===== src/rtl/multi_cycle_controller_pkg.sv =====
// Shared types and constants for the multi-cycle controller: FSM states,
// ALU control encodings, opcode/condition constants and the data-processing decode table.
package multi_cycle_controller_pkg;

   localparam int unsigned INSTR_W   = 32;
   localparam int unsigned FLAGS_W   = 4;
   localparam int unsigned ALU_CTL_W = 3;
   localparam int unsigned COND_W    = 4;
   localparam int unsigned OP_W      = 2;
   localparam int unsigned FUNCT_W   = 6;
   localparam int unsigned CMD_W     = 4;
   localparam int unsigned REG_ADR_W = 4;

   typedef enum logic [3:0] {
      FETCH     = 4'd0,
      DECODE    = 4'd1,
      MEM_ADR   = 4'd2,
      MEM_READ  = 4'd3,
      MEM_WB    = 4'd4,
      MEM_WRITE = 4'd5,
      EXEC_R    = 4'd6,
      EXEC_I    = 4'd7,
      ALU_WB    = 4'd8,
      BRANCH    = 4'd9
   } state_t;

   localparam logic [ALU_CTL_W-1:0] ALU_ADD = 3'b000;
   localparam logic [ALU_CTL_W-1:0] ALU_SUB = 3'b001;
   localparam logic [ALU_CTL_W-1:0] ALU_AND = 3'b010;
   localparam logic [ALU_CTL_W-1:0] ALU_ORR = 3'b011;
   localparam logic [ALU_CTL_W-1:0] ALU_EOR = 3'b100;
   localparam logic [ALU_CTL_W-1:0] ALU_ADC = 3'b101;
   localparam logic [ALU_CTL_W-1:0] ALU_SBC = 3'b110;

   localparam logic [OP_W-1:0] OP_DP  = 2'b00;
   localparam logic [OP_W-1:0] OP_MEM = 2'b01;
   localparam logic [OP_W-1:0] OP_BR  = 2'b10;
   localparam logic [OP_W-1:0] OP_NOP = 2'b11;

   localparam logic [COND_W-1:0] COND_EQ = 4'b0000;
   localparam logic [COND_W-1:0] COND_NE = 4'b0001;
   localparam logic [COND_W-1:0] COND_CS = 4'b0010;
   localparam logic [COND_W-1:0] COND_CC = 4'b0011;
   localparam logic [COND_W-1:0] COND_MI = 4'b0100;
   localparam logic [COND_W-1:0] COND_PL = 4'b0101;
   localparam logic [COND_W-1:0] COND_VS = 4'b0110;
   localparam logic [COND_W-1:0] COND_VC = 4'b0111;
   localparam logic [COND_W-1:0] COND_HI = 4'b1000;
   localparam logic [COND_W-1:0] COND_LS = 4'b1001;
   localparam logic [COND_W-1:0] COND_GE = 4'b1010;
   localparam logic [COND_W-1:0] COND_LT = 4'b1011;
   localparam logic [COND_W-1:0] COND_GT = 4'b1100;
   localparam logic [COND_W-1:0] COND_LE = 4'b1101;
   localparam logic [COND_W-1:0] COND_AL = 4'b1110;
   localparam logic [COND_W-1:0] COND_NV = 4'b1111;

   localparam logic [CMD_W-1:0] CMD_AND = 4'b0000;
   localparam logic [CMD_W-1:0] CMD_EOR = 4'b0001;
   localparam logic [CMD_W-1:0] CMD_SUB = 4'b0010;
   localparam logic [CMD_W-1:0] CMD_ADD = 4'b0100;
   localparam logic [CMD_W-1:0] CMD_ADC = 4'b0101;
   localparam logic [CMD_W-1:0] CMD_SBC = 4'b0110;
   localparam logic [CMD_W-1:0] CMD_TST = 4'b1000;
   localparam logic [CMD_W-1:0] CMD_TEQ = 4'b1001;
   localparam logic [CMD_W-1:0] CMD_CMP = 4'b1010;
   localparam logic [CMD_W-1:0] CMD_CMN = 4'b1011;
   localparam logic [CMD_W-1:0] CMD_ORR = 4'b1100;
   localparam logic [CMD_W-1:0] CMD_MOV = 4'b1101;

   typedef struct packed {
      logic [ALU_CTL_W-1:0] alu_ctl;
      logic                 shift;
      logic                 no_write;
      logic                 logical;
   } dp_ctl_t;

   // Data-processing command table; unlisted commands fall back to ADD.
   function automatic dp_ctl_t dp_decode(input logic [CMD_W-1:0] cmd);
      dp_ctl_t d;
      d = '{alu_ctl: ALU_ADD, shift: 1'b0, no_write: 1'b0, logical: 1'b0};
      case (cmd)
         CMD_AND: begin d.alu_ctl = ALU_AND; d.logical = 1'b1; end
         CMD_EOR: begin d.alu_ctl = ALU_EOR; d.logical = 1'b1; end
         CMD_SUB: d.alu_ctl = ALU_SUB;
         CMD_ADD: d.alu_ctl = ALU_ADD;
         CMD_ADC: d.alu_ctl = ALU_ADC;
         CMD_SBC: d.alu_ctl = ALU_SBC;
         CMD_TST: begin d.alu_ctl = ALU_AND; d.logical = 1'b1; d.no_write = 1'b1; end
         CMD_TEQ: begin d.alu_ctl = ALU_EOR; d.logical = 1'b1; d.no_write = 1'b1; end
         CMD_CMP: begin d.alu_ctl = ALU_SUB; d.no_write = 1'b1; end
         CMD_CMN: begin d.alu_ctl = ALU_ADD; d.no_write = 1'b1; end
         CMD_ORR: begin d.alu_ctl = ALU_ORR; d.logical = 1'b1; end
         CMD_MOV: begin d.shift = 1'b1; d.logical = 1'b1; end
         default: d.alu_ctl = ALU_ADD;
      endcase
      return d;
   endfunction

endpackage


===== src/rtl/multi_cycle_controller_cond_check.sv =====
// Evaluates an instruction condition field against the NZCV flags.
module multi_cycle_controller_cond_check
   import multi_cycle_controller_pkg::*;
(
   input  logic [COND_W-1:0]  cond,
   input  logic [FLAGS_W-1:0] flags,
   output logic               cond_ex
);

   logic n, z, c, v;

   assign {n, z, c, v} = flags;

   always_comb begin
      cond_ex = 1'b0;
      case (cond)
         COND_EQ: cond_ex = z;
         COND_NE: cond_ex = ~z;
         COND_CS: cond_ex = c;
         COND_CC: cond_ex = ~c;
         COND_MI: cond_ex = n;
         COND_PL: cond_ex = ~n;
         COND_VS: cond_ex = v;
         COND_VC: cond_ex = ~v;
         COND_HI: cond_ex = c & ~z;
         COND_LS: cond_ex = ~c | z;
         COND_GE: cond_ex = (n == v);
         COND_LT: cond_ex = (n != v);
         COND_GT: cond_ex = ~z & (n == v);
         COND_LE: cond_ex = z | (n != v);
         COND_AL: cond_ex = 1'b1;
         COND_NV: cond_ex = 1'b0;
         default: cond_ex = 1'b0;
      endcase
   end

endmodule


===== src/rtl/multi_cycle_controller.sv =====
// Multi-cycle processor control unit: Moore FSM with instruction decode
// and the architectural NZCV flags register.
module multi_cycle_controller
   import multi_cycle_controller_pkg::*;
(
   input  logic                 clk,
   input  logic                 reset,
   input  logic [INSTR_W-1:0]   instr,
   input  logic [FLAGS_W-1:0]   alu_flags,
   output logic                 pc_write,
   output logic                 adr_src,
   output logic                 ir_write,
   output logic                 mem_write,
   output logic                 reg_write,
   output logic                 alu_src_a,
   output logic [1:0]           alu_src_b,
   output logic [1:0]           result_src,
   output logic [1:0]           imm_src,
   output logic [2:0]           reg_src,
   output logic [ALU_CTL_W-1:0] alu_ctl,
   output logic                 carry,
   output logic                 shift,
   output logic [FLAGS_W-1:0]   flags,
   output logic                 instr_done
);

   state_t               state, state_next;
   logic [COND_W-1:0]    cond;
   logic [OP_W-1:0]      op;
   logic [FUNCT_W-1:0]   funct;
   logic [REG_ADR_W-1:0] rd;
   logic                 cond_ex;
   dp_ctl_t              dp;
   logic                 flag_we;
   logic [FLAGS_W-1:0]   flags_next;
   logic                 unused_instr_bits;

   assign cond  = instr[31:28];
   assign op    = instr[27:26];
   assign funct = instr[25:20];
   assign rd    = instr[15:12];
   assign dp    = dp_decode(funct[4:1]);
   assign carry = flags[1];
   assign unused_instr_bits = ^{instr[19:16], instr[11:0]};

   multi_cycle_controller_cond_check u_cond_check (
      .cond    (cond),
      .flags   (flags),
      .cond_ex (cond_ex)
   );

   always_ff @(posedge clk or posedge reset) begin
      if (reset) state <= FETCH;
      else       state <= state_next;
   end

   always_ff @(posedge clk or posedge reset) begin
      if (reset)        flags <= '0;
      else if (flag_we) flags <= flags_next;
   end

   // Next state, control outputs and flag update
   always_comb begin
      state_next = state;
      pc_write   = 1'b0;
      adr_src    = 1'b0;
      ir_write   = 1'b0;
      mem_write  = 1'b0;
      reg_write  = 1'b0;
      alu_src_a  = 1'b0;
      alu_src_b  = 2'b00;
      result_src = 2'b00;
      imm_src    = 2'b00;
      reg_src    = 3'b000;
      alu_ctl    = ALU_ADD;
      shift      = 1'b0;
      instr_done = 1'b0;
      flag_we    = 1'b0;
      flags_next = flags;

      case (state)
         FETCH: begin
            ir_write   = 1'b1;
            pc_write   = 1'b1;
            alu_src_a  = 1'b1;
            alu_src_b  = 2'b10;
            result_src = 2'b10;
            state_next = DECODE;
         end
         DECODE: begin
            if (!cond_ex || op == OP_NOP) begin
               instr_done = 1'b1;
               state_next = FETCH;
            end else begin
               case (op)
                  OP_DP:   state_next = funct[5] ? EXEC_I : EXEC_R;
                  OP_MEM:  state_next = MEM_ADR;
                  OP_BR:   state_next = BRANCH;
                  default: state_next = FETCH;
               endcase
            end
         end
         MEM_ADR: begin
            alu_src_b  = 2'b01;
            imm_src    = 2'b01;
            alu_ctl    = funct[3] ? ALU_ADD : ALU_SUB;
            state_next = funct[0] ? MEM_READ : MEM_WRITE;
         end
         MEM_READ: begin
            adr_src    = 1'b1;
            state_next = MEM_WB;
         end
         MEM_WB: begin
            adr_src    = 1'b1;
            reg_write  = 1'b1;
            result_src = 2'b01;
            pc_write   = (rd == REG_ADR_W'(15));
            instr_done = 1'b1;
            state_next = FETCH;
         end
         MEM_WRITE: begin
            adr_src    = 1'b1;
            mem_write  = 1'b1;
            reg_src    = 3'b010;
            instr_done = 1'b1;
            state_next = FETCH;
         end
         EXEC_R, EXEC_I: begin
            alu_src_b  = (state == EXEC_I) ? 2'b01 : 2'b00;
            alu_ctl    = dp.alu_ctl;
            shift      = dp.shift;
            flag_we    = funct[0];
            // Logical ops keep the stored C and V
            flags_next = dp.logical ? {alu_flags[3:2], flags[1:0]} : alu_flags;
            state_next = ALU_WB;
         end
         ALU_WB: begin
            reg_write  = ~dp.no_write;
            pc_write   = ~dp.no_write && (rd == REG_ADR_W'(15));
            instr_done = 1'b1;
            state_next = FETCH;
         end
         BRANCH: begin
            pc_write   = 1'b1;
            alu_src_a  = 1'b1;
            alu_src_b  = 2'b01;
            imm_src    = 2'b10;
            result_src = 2'b10;
            reg_src    = 3'b001;
            instr_done = 1'b1;
            state_next = FETCH;
         end
         default: state_next = FETCH;
      endcase

      // Reset overrides the FETCH enables so nothing is written while held
      if (reset) begin
         pc_write   = 1'b0;
         ir_write   = 1'b0;
         mem_write  = 1'b0;
         reg_write  = 1'b0;
         instr_done = 1'b0;
      end
   end

endmodule


===== config.mk =====
export PLATFORM = sky130hd
export DESIGN_NAME = multi_cycle_controller
export DESIGN_NICKNAME = d
export VERILOG_FILES = /design/src/rtl/multi_cycle_controller_pkg.sv /design/src/rtl/multi_cycle_controller_cond_check.sv /design/src/rtl/multi_cycle_controller.sv
export SDC_FILE = /design/constraint.sdc
export NUM_CORES = 1
export LEC_CHECK = 0
export CAP_MARGIN = 30
export CORE_MARGIN = 1
export CORE_UTILIZATION = 37
export CTS_CLUSTER_DIAMETER = 60
export CTS_CLUSTER_SIZE = 16
export DETAILED_ROUTE_END_ITERATION = 7
export GPL_TIMING_DRIVEN = 0
export PLACE_DENSITY_LB_ADDON = 0.1
export REMOVE_ABC_BUFFERS = 1
export SETUP_SLACK_MARGIN = 0.4
export SLEW_MARGIN = 20
export SYNTH_ARGS = -nofsm -noshare
export SYNTH_HDL_FRONTEND = slang
export SYNTH_HIERARCHICAL = 1
export SYNTH_SLANG_ARGS = --single-unit

===== constraint.sdc =====
create_clock -name clk -period 6.5 [get_ports clk]
set_input_delay 0.975 -clock clk [delete_from_list [all_inputs] [get_ports clk]]
set_output_delay 0.975 -clock clk [all_outputs]
set_load 0.02 [all_outputs]

==> key figures, run 1 <==
Place
  • Placed cell areas: 1294 um2
  • Placer congestion estimate: 0.7477
  • HPWL after detailed placement: 1.665 mm
  • Port-buffer cells: 45
  • Pre-CTS WS: 1811 ps

Global routing
  • GRT Total Usage: 17.53%
  • Global-route wire length before repair: 3.498 mm
  • Total gr overflow: 0
  • Initial antenna violation count: 0
  • Pin count of the biggest net entering global routing: 14
  • Via count of the first global-routing pass: 779

Detailed routing
  • Pre-antenna DRT Iters: 4
  • DRC viols: 0
  • Detailed-route wire length: 2.105 mm
  • Via count: 905
  • Length of routed wiring on met1: 930 um
  • Metal2 WL: 1.044 mm
  • Met3 wire len: 129 um
  • Highest metal used: met3
  • Starting DRC count in detailed routing: 17
  • Detail-routed net length per standard cell: 12.24 um
  • Remaining number of nets flagged by the antenna check after routing: 0
  • Via count normalized by instance count: 5.262

Floorplan
  • Initial Util: 39.42%
  • DIE HEIGHT: 50.55 um
  • Boundary Pins: 63
  • Area of the core: 2212 um2
  • Width of the chip: 50.55 um
  • # rows: 17
  • Floorplan die area: 2555 um2

Setup path
  • Worst path bufs/invs: 2
  • CP Data Required Time: 5520 ps
  • Data arrival time of the critical path: 3720 ps
  • Cell depth of the worst flop-to-flop path: 8
  • Most common cell on crit path: clkdlybuf4s50_1
  • Worst reg2reg startpoint: flags[3]
  • Longest individual stage delay on the worst path: 660 ps
  • CP endpoint kind: primary output
  • Worst-path fanout max: 8
  • Critical path startpoint category: input pin
  • Register-to-register setup slack: 4330 ps
  • Slowest cell on the critical path: clkdlybuf4s50_1
  • Ordered list of cells on the worst path: clkdlybuf4s50_1 > nor2_1 > a211oi_1 > a2111oi_1 > a311oi_1 > o22ai_1 > a21bo_2 > a21oi_1 > a2111oi_2 > clkdlybuf4s50_1
  • End of the worst register-to-register path: state[3]
  • Top delay family on crit path: compound AO/OA/AOI/OAI gates
  • Category of the most critical setup path: input pin to primary output

Clock tree
  • CTS buffer count: 3
  • Max Buffers Root-to-Sink: 2
  • Count of cells resized by post-cts repair: 0
  • Number of buffers inserted to repair setup after CTS: 0
  • Clock Latency Late Sink: 250 ps
  • Clock tree from TritonCTS: built
  • CTS Root Cell: clkbuf_4
  • H-tree depth reported by CTS: 1
  • Clock Pin Slew Worst Setup and Hold Paths: 50 ps
  • CTS Sinks: 8
  • Hold Buf Count CTS: 0

Logic synthesis
  • Post-synth top area share: 22.96%
  • Number of distinct standard cells referenced by the synthesized netlist: 45
  • Number of synthesis warnings: 6
  • Number of storage elements in the synthesis netlist: 8
  • Syn_area_per_cell: 8.306 um2
  • Leading cell types by total area after synthesis: dfrtp_1 (23%), mux2_1 (5.2%), nor2b_1 (5.0%), a21oi_1 (4.6%), xnor2_1 (4.0%)
  • Library cell occupying the most area in the post-synthesis netlist: dfrtp_1
  • Synthesized instance count: 105
  • Sequential element share of the synthesized area: 22.96%
  • Post-synthesis cell area: 872.1 um2

Finish
  • Design area: 1316 um2
  • Layout net count: 184
  • Number of antenna repair diodes: 0
  • Commonest non-fill, non-tap cell in the layout: clkdlybuf4s50_1
  • Layout cell share with drive strength beyond 1: 7.639%
  • Syn-to-layout area delta: 50.93%
  • Commonest non-fill, non-tap cells in the layout: clkdlybuf4s50_1 (45), a21oi_1 (8), dfrtp_1 (8)

STA
  • Count of final max-slew check failures: 0
  • Setup total negative slack: 0 ps
  • Minimum clock period after layout: 4693 ps
  • Final Worst Setup Slack: 1807 ps
  • Portion of the clock cycle consumed by the worst path in the final layout: 72.21%
  • Fmax: 0.2131 GHz
  • Setup repair after global routing missed its margin: false
  • Final hold violation count: 0
  • Final setup violation count: 0
  • Layout Skew: 10.39 ps

Hold path
  • Class of the tightest hold or removal check: flip-flop to flip-flop
  • Hold Path Sink: flags[0]
  • Depth of the worst hold-timing path: 1
  • Startpoint of the tightest hold check path: flags[0]

Power
  • Largest vdd supply drop: 0.2280 mV
  • Static Leakage: 0.5045 nW
  • Power per Cell Area: 326.0 nW/um2

Outcome
  • Run status: finished clean

Flow run
  • Max-cap violations: 0
==> state kept, by name, summed over array words and instances (netlist names) <==
| signal | flops |
|---|---|
| flags | 4 |
| state | 4 |
==> stage by stage <==
stage / cells / utilization [%] / power (W) / hold WS (ps)
4_1_cts: 172 / 59.50 / 0.0004320 / 574.7
2_1_floorplan: 96 / - / 0.0002637 / 644.0
3_3_place_gp: 169 / 58.48 / 0.0003875 / 552.3
6_report: 172 / 59.50 / 0.0004292 / 567.0
3_5_place_dp: 169 / 58.48 / 0.0003934 / 557.8
5_1_grt: 172 / 59.50 / 0.0004636 / 607.3
==> Yosys cell counts (all sizes together) <==
cell,number
a2111oi,2
a211oi,2
a21bo,1
a21boi,1
a21oi,8
a22oi,2
a311oi,1
a31o,1
and3b,1
and4,1
buf,8
clkbuf,1
conb,1
dfrtp,8
inv,7
mux2,4
mux2i,1
nand2,3
nand2b,5
nand3,2
nand3b,1
nand4,1
nor2,6
nor2b,7
nor3,6
nor3b,2
nor4b,2
o211ai,2
o21ai,1
o22a,1
o22ai,1
o31ai,1
o32ai,1
o41ai,1
or2,2
or3,2
xnor2,4
xor2,4
==> cell families after synthesis <==
group	count (synthesis)	synth area share, %
multiplexers	5	6.312
XOR/XNOR	8	8.034
AO/OA/AOI/OAI	26	23.24
AND/OR/NAND/NOR	41	28.69
buffers and inverters	16	10.33
flip-flops	8	22.96
other	1	0.4300
==> final cells by class <==
type                            instances  area, um2
Multi-Input combinational cell         81      581.8
Inverter                                7      26.28
Fill cell                             219      895.9
Clock buffer                            3      22.52
Timing Repair Buffer                   45      450.4
Sequential cell                         8      200.2
Tap cell                               28      35.03
==> worst max-delay path by stage <==
| stage | slack (ps) | endpoint | cells past startpoint | startpoint |
|---|---|---|---|---|
| 2_1_floorplan | 3010 | instr_done | 8 | instr[28] |
| 3_3_place_gp | 1850 | instr_done | 10 | instr[28] |
| 3_5_place_dp | 1810 | instr_done | 10 | instr[28] |
| 4_1_cts | 1810 | instr_done | 10 | instr[28] |
| 5_1_grt | 1580 | instr_done | 10 | instr[28] |
| 6_report | 1810 | instr_done | 10 | instr[28] |
==> layer usage <==
metal | GRT usage, % | vias to the layer above
li1 | - | 454
met1 | 24.91 | 421
met2 | 28.22 | 30
met3 | 2.727 | 0
met4 | 2.778 | 0
met5 | 0 | -
==> where the power goes <==
group	switching (W)	internal [W]	leakage (nW)
sequential	0.0000387	0.0000648	0.107
clock	0.0000161	0.0000211	0.0138
combinational	0.000143	0.000145	0.384
(Power assumes the default switching activity.)
==> inputs of run 2 (changes only) <==
--- a/config.mk
+++ b/config.mk
@@ -7,7 +7,7 @@
 export LEC_CHECK = 0
 export CAP_MARGIN = 30
 export CORE_MARGIN = 1
-export CORE_UTILIZATION = 37
+export CORE_UTILIZATION = 34
 export CTS_CLUSTER_DIAMETER = 60
 export CTS_CLUSTER_SIZE = 16
 export DETAILED_ROUTE_END_ITERATION = 7
==> constraint.sdc (replaced) <==
create_clock -name clk -period 4.58 [get_ports clk]
set_input_delay 0.687 -clock clk [delete_from_list [all_inputs] [get_ports clk]]
set_output_delay 0.687 -clock clk [all_outputs]
set_load 0.02 [all_outputs]
==> run 2 against run 1 <==
Against the previous run:
- utilization fell by 2.6 points
- highest routed layer is now met4
- largest cell class unchanged
- clock power up 40%
- clock-buffer cell count stayed put
==> key figures, run 2 (synthesis results as in run 1) <==
Outcome
  • Run status: finished clean (unchanged)

Floorplan
  • DIE HEIGHT: 52.65 um (was 50.55 um)
  • Floorplan die area: 2772 um2 (was 2555 um2)
  • # rows: 17 (unchanged)
  • Boundary Pins: 63 (unchanged)
  • Width of the chip: 52.65 um (was 50.55 um)
  • Initial Util: 37.61% (was 39.42%)
  • Area of the core: 2318 um2 (was 2212 um2)

Finish
  • End-of-flow core utilization: 56.88% (was 59.50%)
  • Commonest non-fill, non-tap cells in the layout: clkdlybuf4s50_1 (44), a21oi_1 (8), dfrtp_1 (8) (was clkdlybuf4s50_1 (45), a21oi_1 (8), dfrtp_1 (8))
  • Number of antenna repair diodes: 0 (unchanged)
  • Commonest non-fill, non-tap cell in the layout: clkdlybuf4s50_1 (unchanged)
  • Layout cell share with drive strength beyond 1: 7.639% (unchanged)
  • Syn-to-layout area delta: 51.22% (was 50.93%)
  • Registers with the most flip-flops: flags: 4 flops, state: 4 flops (unchanged)
  • Layout net count: 184 (unchanged)

Global routing
  • Total gr overflow: 0 (unchanged)
  • Pin count of the biggest net entering global routing: 14 (unchanged)
  • GRT Total Usage: 17.74% (was 17.53%)
  • Initial antenna violation count: 0 (unchanged)
  • Via count of the first global-routing pass: 863 (was 779)
  • Global-route wire length before repair: 3.705 mm (was 3.498 mm)

Power
  • Switching power: 0.0002809 W (was 0.0001983 W)
  • Static Leakage: 0.5137 nW (was 0.5045 nW)
  • Portion of total power attributed to combinational logic: 67.0% (was 67.2%)
  • Power per Cell Area: 461.3 nW/um2 (was 326.0 nW/um2)
  • Fraction of power consumed by the clock network: 8.6% (was 8.7%)
  • Power share of the sequential group: 24.5% (was 24.1%)
  • Largest vdd supply drop: 0.2867 mV (was 0.2280 mV)
  • Switching Share: 46.18% (was 46.21%)
  • Internal power: 0.0003274 W (was 0.0002309 W)

STA
  • Final Worst Setup Slack: 586.8 ps (was 1807 ps)
  • Portion of the clock cycle consumed by the worst path in the final layout: 87.19%
  • Fmax: 0.2504 GHz
  • Setup total negative slack: 0 ps (unchanged)
  • Setup repair after global routing missed its margin: false (unchanged)
  • Final hold violation count: 0 (unchanged)
  • Count of final max-slew check failures: 0 (unchanged)
  • Layout Skew: 0.1540 ps (was 10.39 ps)
  • Minimum clock period after layout: 3993 ps
  • Final setup violation count: 0 (unchanged)

Setup path
  • Cell depth of the worst flop-to-flop path: 8 (unchanged)
  • Critical path startpoint category: input pin (unchanged)
  • Worst reg2reg startpoint: flags[3] (unchanged)
  • CP endpoint kind: primary output (unchanged)
  • Top delay family on crit path: buffers and inverters (was compound AO/OA/AOI/OAI gates)
  • Data arrival time of the critical path: 3310 ps (was 3720 ps)
  • Category of the most critical setup path: input pin to primary output (unchanged)
  • Most common cell on crit path: clkdlybuf4s50_1 (unchanged)
  • End of the worst register-to-register path: state[0] (was state[3])
  • Worst path bufs/invs: 2 (unchanged)
  • Slowest cell on the critical path: clkdlybuf4s50_1 (unchanged)
  • Worst-path fanout max: 8 (unchanged)
  • Register-to-register setup slack: 2360 ps (was 4330 ps)
  • Ordered list of cells on the worst path: clkdlybuf4s50_1 > mux2i_1 > xnor2_1 > a311oi_1 > o22ai_1 > a21bo_2 > a21oi_1 > a2111oi_2 > clkdlybuf4s50_1 (was clkdlybuf4s50_1 > nor2_1 > a211oi_1 > a2111oi_1 > a311oi_1 > o22ai_1 > a21bo_2 > a21oi_1 > a2111oi_2 > clkdlybuf4s50_1)
  • CP Data Required Time: 3890 ps (was 5520 ps)
  • Longest individual stage delay on the worst path: 650 ps (was 660 ps)

Place
  • Pre-CTS WS: 510.0 ps (was 1811 ps)
  • HPWL after detailed placement: 1.769 mm (was 1.665 mm)
  • Port-buffer cells: 45 (unchanged)
  • Placer congestion estimate: 0.7308 (was 0.7477)

Detailed routing
  • DRC viols: 0 (unchanged)
  • Remaining number of nets flagged by the antenna check after routing: 0 (unchanged)
  • Via count: 897 (was 905)
  • Pre-antenna DRT Iters: 3 (was 4)
  • Detail-routed net length per standard cell: 12.71 um (was 12.24 um)
  • Via count normalized by instance count: 5.215 (was 5.262)
  • Detailed-route wire length: 2.186 mm (was 2.105 mm)
  • Starting DRC count in detailed routing: 15 (was 17)

Clock tree
  • Clock Latency Late Sink: 250 ps (about the same)
  • Number of buffers inserted to repair setup after CTS: 0 (unchanged)
  • CTS Root Cell: clkbuf_4 (unchanged)
  • Clock tree from TritonCTS: built (unchanged)
  • CTS Sinks: 8 (unchanged)
  • CTS buffer count: 3 (unchanged)
  • Max Buffers Root-to-Sink: 2 (unchanged)
  • Clock Pin Slew Worst Setup and Hold Paths: 50 ps (about the same)
  • H-tree depth reported by CTS: 1 (unchanged)

Hold path
  • Class of the tightest hold or removal check: flip-flop to flip-flop (unchanged)
  • Hold Path Sink: flags[0] (unchanged)
  • Depth of the worst hold-timing path: 1 (unchanged)
  • Startpoint of the tightest hold check path: flags[0] (unchanged)

Flow run
  • Max-cap violations: 0 (unchanged)
[run 2: cell types whose count changed in the layout (fill, tap and decap cells not counted), sizes merged]
| cell | change |
|---|---|
| clkdlybuf4s50 | -1 |
| dlymetal6s2s | +1 |
[run 2: power groups by stage]
stage	Clock (W)	Sequential, W	Combinational, W
floorplan	0	0.000152	0.000223
global placement	0	0.000148	0.000405
detailed placement	0	0.000149	0.000410
CTS	0.0000542	0.000148	0.000411
global route	0.0000575	0.000156	0.000443
finish	0.0000520	0.000149	0.000407
[run 2: cell type report]
| type | count | area (um2) |
|---|---|---|
| clock buffer | 3 | 22.52 |
| fill | 232 | 999.7 |
| inverter | 7 | 26.28 |
| multi-input combinational | 81 | 581.8 |
| sequential | 8 | 200.2 |
| tap | 28 | 35.03 |
| timing repair buffer | 45 | 452.9 |
[run 2: what timing repair did]
item                                   in CTS  in global routing
gates resized for setup                     0                  1
hold buffers                                0                  0
endpoints found under the hold margin       0                  0
setup endpoints to repair                   0                  1
[run 2: how the worst max path moves through the flow]
stage / start / to / cells past startpoint
after global routing: instr[29] / instr_done / 9
after detailed placement: instr[28] / instr_done / 10
after floorplan: instr[28] / instr_done / 8
final: instr[29] / instr_done / 9
after global placement: instr[28] / instr_done / 10
after CTS: instr[28] / instr_done / 10
[run 2: layer usage]
layer	vias to the layer above	wire length, um	track usage (%)
met1	418	1061	22.82
met4	0	8	3.947
met2	20	1028	30.59
met5	-	0	0
met3	2	87	2.899
li1	457	-	-
[run 2: per-stage QoR]
stage | hold slack, ps | total power (W) | area (um2) | std cells
6_report | 576.7 | 0.0006084 | 1319 | 172
5_1_grt | 612.7 | 0.0006570 | 1319 | 172
4_1_cts | 580.1 | 0.0006132 | 1316 | 172
3_5_place_dp | 564.7 | 0.0005592 | 1294 | 169
3_3_place_gp | 554.5 | 0.0005530 | 1294 | 169
2_1_floorplan | 502.7 | 0.0003743 | 808.3 | 96
==> inputs of run 3 (changes only) <==
--- a/config.mk
+++ b/config.mk
@@ -5,13 +5,15 @@
 export SDC_FILE = /design/constraint.sdc
 export NUM_CORES = 1
 export LEC_CHECK = 0
+export ABC_AREA = 1
 export CAP_MARGIN = 30
-export CORE_MARGIN = 1
-export CORE_UTILIZATION = 34
+export CORE_MARGIN = 4
+export CORE_UTILIZATION = 35
 export CTS_CLUSTER_DIAMETER = 60
 export CTS_CLUSTER_SIZE = 16
 export DETAILED_ROUTE_END_ITERATION = 7
 export GPL_TIMING_DRIVEN = 0
+export HOLD_SLACK_MARGIN = 0.12
 export PLACE_DENSITY_LB_ADDON = 0.1
 export REMOVE_ABC_BUFFERS = 1
 export SETUP_SLACK_MARGIN = 0.4
==> run 3 against run 2 <==
Against the previous run:
- utilization decreased by 0.051 points
- via count increased by 27%
- sequential power decreased by 6%
- first-iteration DRC count increased by 67%
- clock power decreased by 0.8%
- maximum frequency increased by 12%
- total power increased by 12%
- global-route usage decreased by 2.6 points
- combinational power increased by 21%
- clock skew increased by 2.9 ps
- synthesized cell count increased by 57%
- wire length increased by 11%
- largest cell class unchanged
- largest power group unchanged
- highest routed layer unchanged
==> key figures, run 3 <==
Outcome
  • Run status: finished clean (unchanged)

Floorplan
  • Boundary Pins: 63 (unchanged)
  • Floorplan die area: 3446 um2 (was 2772 um2)
  • Initial Util: 36.65% (was 37.61%)
  • # rows: 18 (was 17)
  • DIE HEIGHT: 58.70 um (was 52.65 um)
  • Width of the chip: 58.70 um (was 52.65 um)
  • Area of the core: 2455 um2 (was 2318 um2)

Logic synthesis
  • Number of synthesis warnings: 6 (unchanged)
  • Post-synth top area share: 25.45% (was 22.96%)
  • Leading cell types by total area after synthesis: nand2_1 (25%), dfrtp_1 (22%), nand3_1 (11%), inv_1 (10%), nor2_1 (7.1%) (was dfrtp_1 (23%), mux2_1 (5.2%), nor2b_1 (5.0%), a21oi_1 (4.6%), xnor2_1 (4.0%))
  • Library cell occupying the most area in the post-synthesis netlist: nand2_1 (was dfrtp_1)
  • Number of distinct standard cells referenced by the synthesized netlist: 20 (was 45)
  • Most frequent cell after synthesis: nand2_1
  • Synth top cells by count: nand2_1 (61), inv_1 (24), nand3_1 (19) (was a21oi_1 (8), dfrtp_1 (8), nor2b_1 (7))
  • Post-synthesis cell area: 899.6 um2 (was 872.1 um2)
  • Number of enable-type register cells in the synthesized netlist: 0 (unchanged)
  • Fraction of registers with async set or reset after synthesis: 100.0% (unchanged)
  • Synthesized instance count: 165 (was 105)
  • Dominant register cell in the synthesized netlist: dfrtp_1 (unchanged)
  • Sequential element share of the synthesized area: 22.25% (was 22.96%)
  • Number of storage elements in the synthesis netlist: 8 (unchanged)
  • Syn_area_per_cell: 5.452 um2 (was 8.306 um2)

Detailed routing
  • Pre-antenna DRT Iters: 4 (was 3)
  • Via count: 1136 (was 897)
  • Detailed-route wire length: 2.431 mm (was 2.186 mm)
  • Starting DRC count in detailed routing: 25 (was 15)
  • Via count normalized by instance count: 4.714 (was 5.215)
  • Remaining number of nets flagged by the antenna check after routing: 0 (unchanged)
  • DRC viols: 0 (unchanged)
  • Detail-routed net length per standard cell: 10.09 um (was 12.71 um)

Clock tree
  • CTS Sinks: 8 (unchanged)
  • Count of cells resized by post-cts repair: 0 (unchanged)
  • CTS buffer count: 3 (unchanged)
  • Hold Buf Count CTS: 0 (unchanged)
  • Clock Latency Late Sink: 250 ps (about the same)
  • Clock tree from TritonCTS: built (unchanged)
  • Clock Pin Slew Worst Setup and Hold Paths: 50 ps (about the same)
  • CTS Root Cell: clkbuf_4 (unchanged)
  • H-tree depth reported by CTS: 1 (unchanged)
  • Number of buffers inserted to repair setup after CTS: 0 (unchanged)
  • Max Buffers Root-to-Sink: 2 (unchanged)

Global routing
  • Via count of the first global-routing pass: 1076 (was 863)
  • GRT Total Usage: 15.09% (was 17.74%)
  • Global-route wire length before repair: 4.209 mm (was 3.705 mm)
  • Total gr overflow: 0 (unchanged)
  • Initial antenna violation count: 0 (unchanged)
  • Pin count of the biggest net entering global routing: 10 (was 14)

STA
  • Layout Skew: 3.055 ps (was 0.1540 ps)
  • Final setup violation count: 0 (unchanged)
  • Fmax: 0.2800 GHz (was 0.2504 GHz)
  • Setup total negative slack: 0 ps (unchanged)
  • Minimum clock period after layout: 3572 ps (was 3993 ps)
  • Count of final max-slew check failures: 0 (unchanged)
  • Final hold violation count: 0 (unchanged)
  • Portion of the clock cycle consumed by the worst path in the final layout: 77.99% (was 87.19%)
  • Setup repair after global routing missed its margin: false (unchanged)
  • Minimum hold slack: 570.7 ps (was 576.7 ps)

Power
  • Static Leakage: 0.7364 nW (was 0.5137 nW)
  • Power per Cell Area: 490.4 nW/um2 (was 461.3 nW/um2)
  • Largest vdd supply drop: 0.3675 mV (was 0.2867 mV)

Finish
  • Area occupied by registers: 200.2 um2 (unchanged)
  • Area of the multi-input gates: 579.3 um2 (was 581.8 um2)
  • Commonest non-fill, non-tap cell in the layout: nand2_1 (was clkdlybuf4s50_1)
  • Layout net count: 251 (was 184)
  • Layout cell share with drive strength beyond 1: 8.057% (was 7.639%)
  • Filler Cells Inserted: 247 (was 232)
  • Syn-to-layout area delta: 55.08% (was 51.22%)
  • Number of antenna repair diodes: 0 (unchanged)
  • Registers with the most flip-flops: flags: 4 flops, state: 4 flops (unchanged)
  • Commonest non-fill, non-tap cells in the layout: nand2_1 (61), clkdlybuf4s50_1 (45), inv_1 (24) (was clkdlybuf4s50_1 (44), a21oi_1 (8), dfrtp_1 (8))

Place
  • Port-buffer cells: 45 (unchanged)
  • HPWL after detailed placement: 2.068 mm (was 1.769 mm)
  • Placer congestion estimate: 0.8325 (was 0.7308)

Hold path
  • Class of the tightest hold or removal check: flip-flop to flip-flop (unchanged)
  • Startpoint of the tightest hold check path: flags[2] (was flags[0])

Setup path
  • Worst reg2reg startpoint: flags[3] (unchanged)
  • Worst-path fanout max: 4 (was 8)
  • Worst setup path start: instr[28] (was instr[29])
  • Data arrival time of the critical path: 2880 ps (was 3310 ps)
  • CP Data Required Time: 3890 ps (about the same)
  • Category of the most critical setup path: input pin to primary output (unchanged)
  • Critical path startpoint category: input pin (unchanged)
  • CP endpoint kind: primary output (unchanged)

Flow run
  • Max-cap violations: 0 (unchanged)
run 3: kinds of logic (layout without fill, tap and decap cells):
kind of cell,Yosys count,in the layout,synth area share (%)
other,1,1,0.4168
buffers and inverters,30,76,13.35
AO/OA/AOI/OAI,15,15,8.899
AND/OR/NAND/NOR,111,111,55.08
flip-flops,8,8,22.25
run 3: routing by layer:
layer  global-route usage (%)  part of all wire (%)  wire [um]
met1                    18.66                    45       1085
met2                    25.36                    44       1081
met3                    3.728                   9.2        224
met4                    5.502                   1.6         40
met5                        0                     0          0
run 3: layout make-up:
type | count | area share (%)
multi-input cells | 127 | 41.52
well taps | 30 | 2.691
repair buffers | 45 | 32.29
flip-flops and latches | 8 | 14.35
inverters | 28 | 7.534
clock buffers | 3 | 1.614
run 3: path summary, 6_finish.rpt:
path / to / depth (start not counted) / slack (ps)
worst min register to register: flags[2] / 2 / 570
worst max register to register: state[0] / 13 / 3070
worst max-delay path: instr_done / 14 / 1010
max in group asynchronous: state[0] / 2 / 3530
min in group asynchronous: flags[2] / 2 / 810
worst min-delay path: flags[2] / 2 / 570
run 3: power breakdown:
| part | total (W) | internal [W] | switching (W) |
|---|---|---|---|
| logic | 0.000493 | 0.000212 | 0.000280 |
| clock network | 0.0000516 | 0.0000298 | 0.0000217 |
| registers | 0.000140 | 0.0000975 | 0.0000426 |
| total | 0.000684 | 0.000340 | 0.000344 |
run 3: stage by stage:
stage                     area (um2)  total power [W]  worst slack, ps  instances  util [%]
final                           1395        0.0006842             1008        241     56.83
after global routing            1395        0.0007484            783.0        241     56.83
after CTS                       1395        0.0006888             1009        241     56.83
after detailed placement        1373        0.0006348             1021        238     55.91
after global placement          1373        0.0006264             1038        238     55.91
after floorplan                884.6        0.0004258             2148        163         -
run 3: critical path, stage by stage:
cell and delay [ps]:
clkdlybuf4s50_1 530, inv_2 60, nand2_1 130, nand3_1 90, nand2_1 70, nand2_1 60, nand2_1 50, nand3_1 60
nand2_1 80, nand3_2 110, nand2_1 120, nand3_1 70, a21oi_1 140, clkdlybuf4s50_1 620
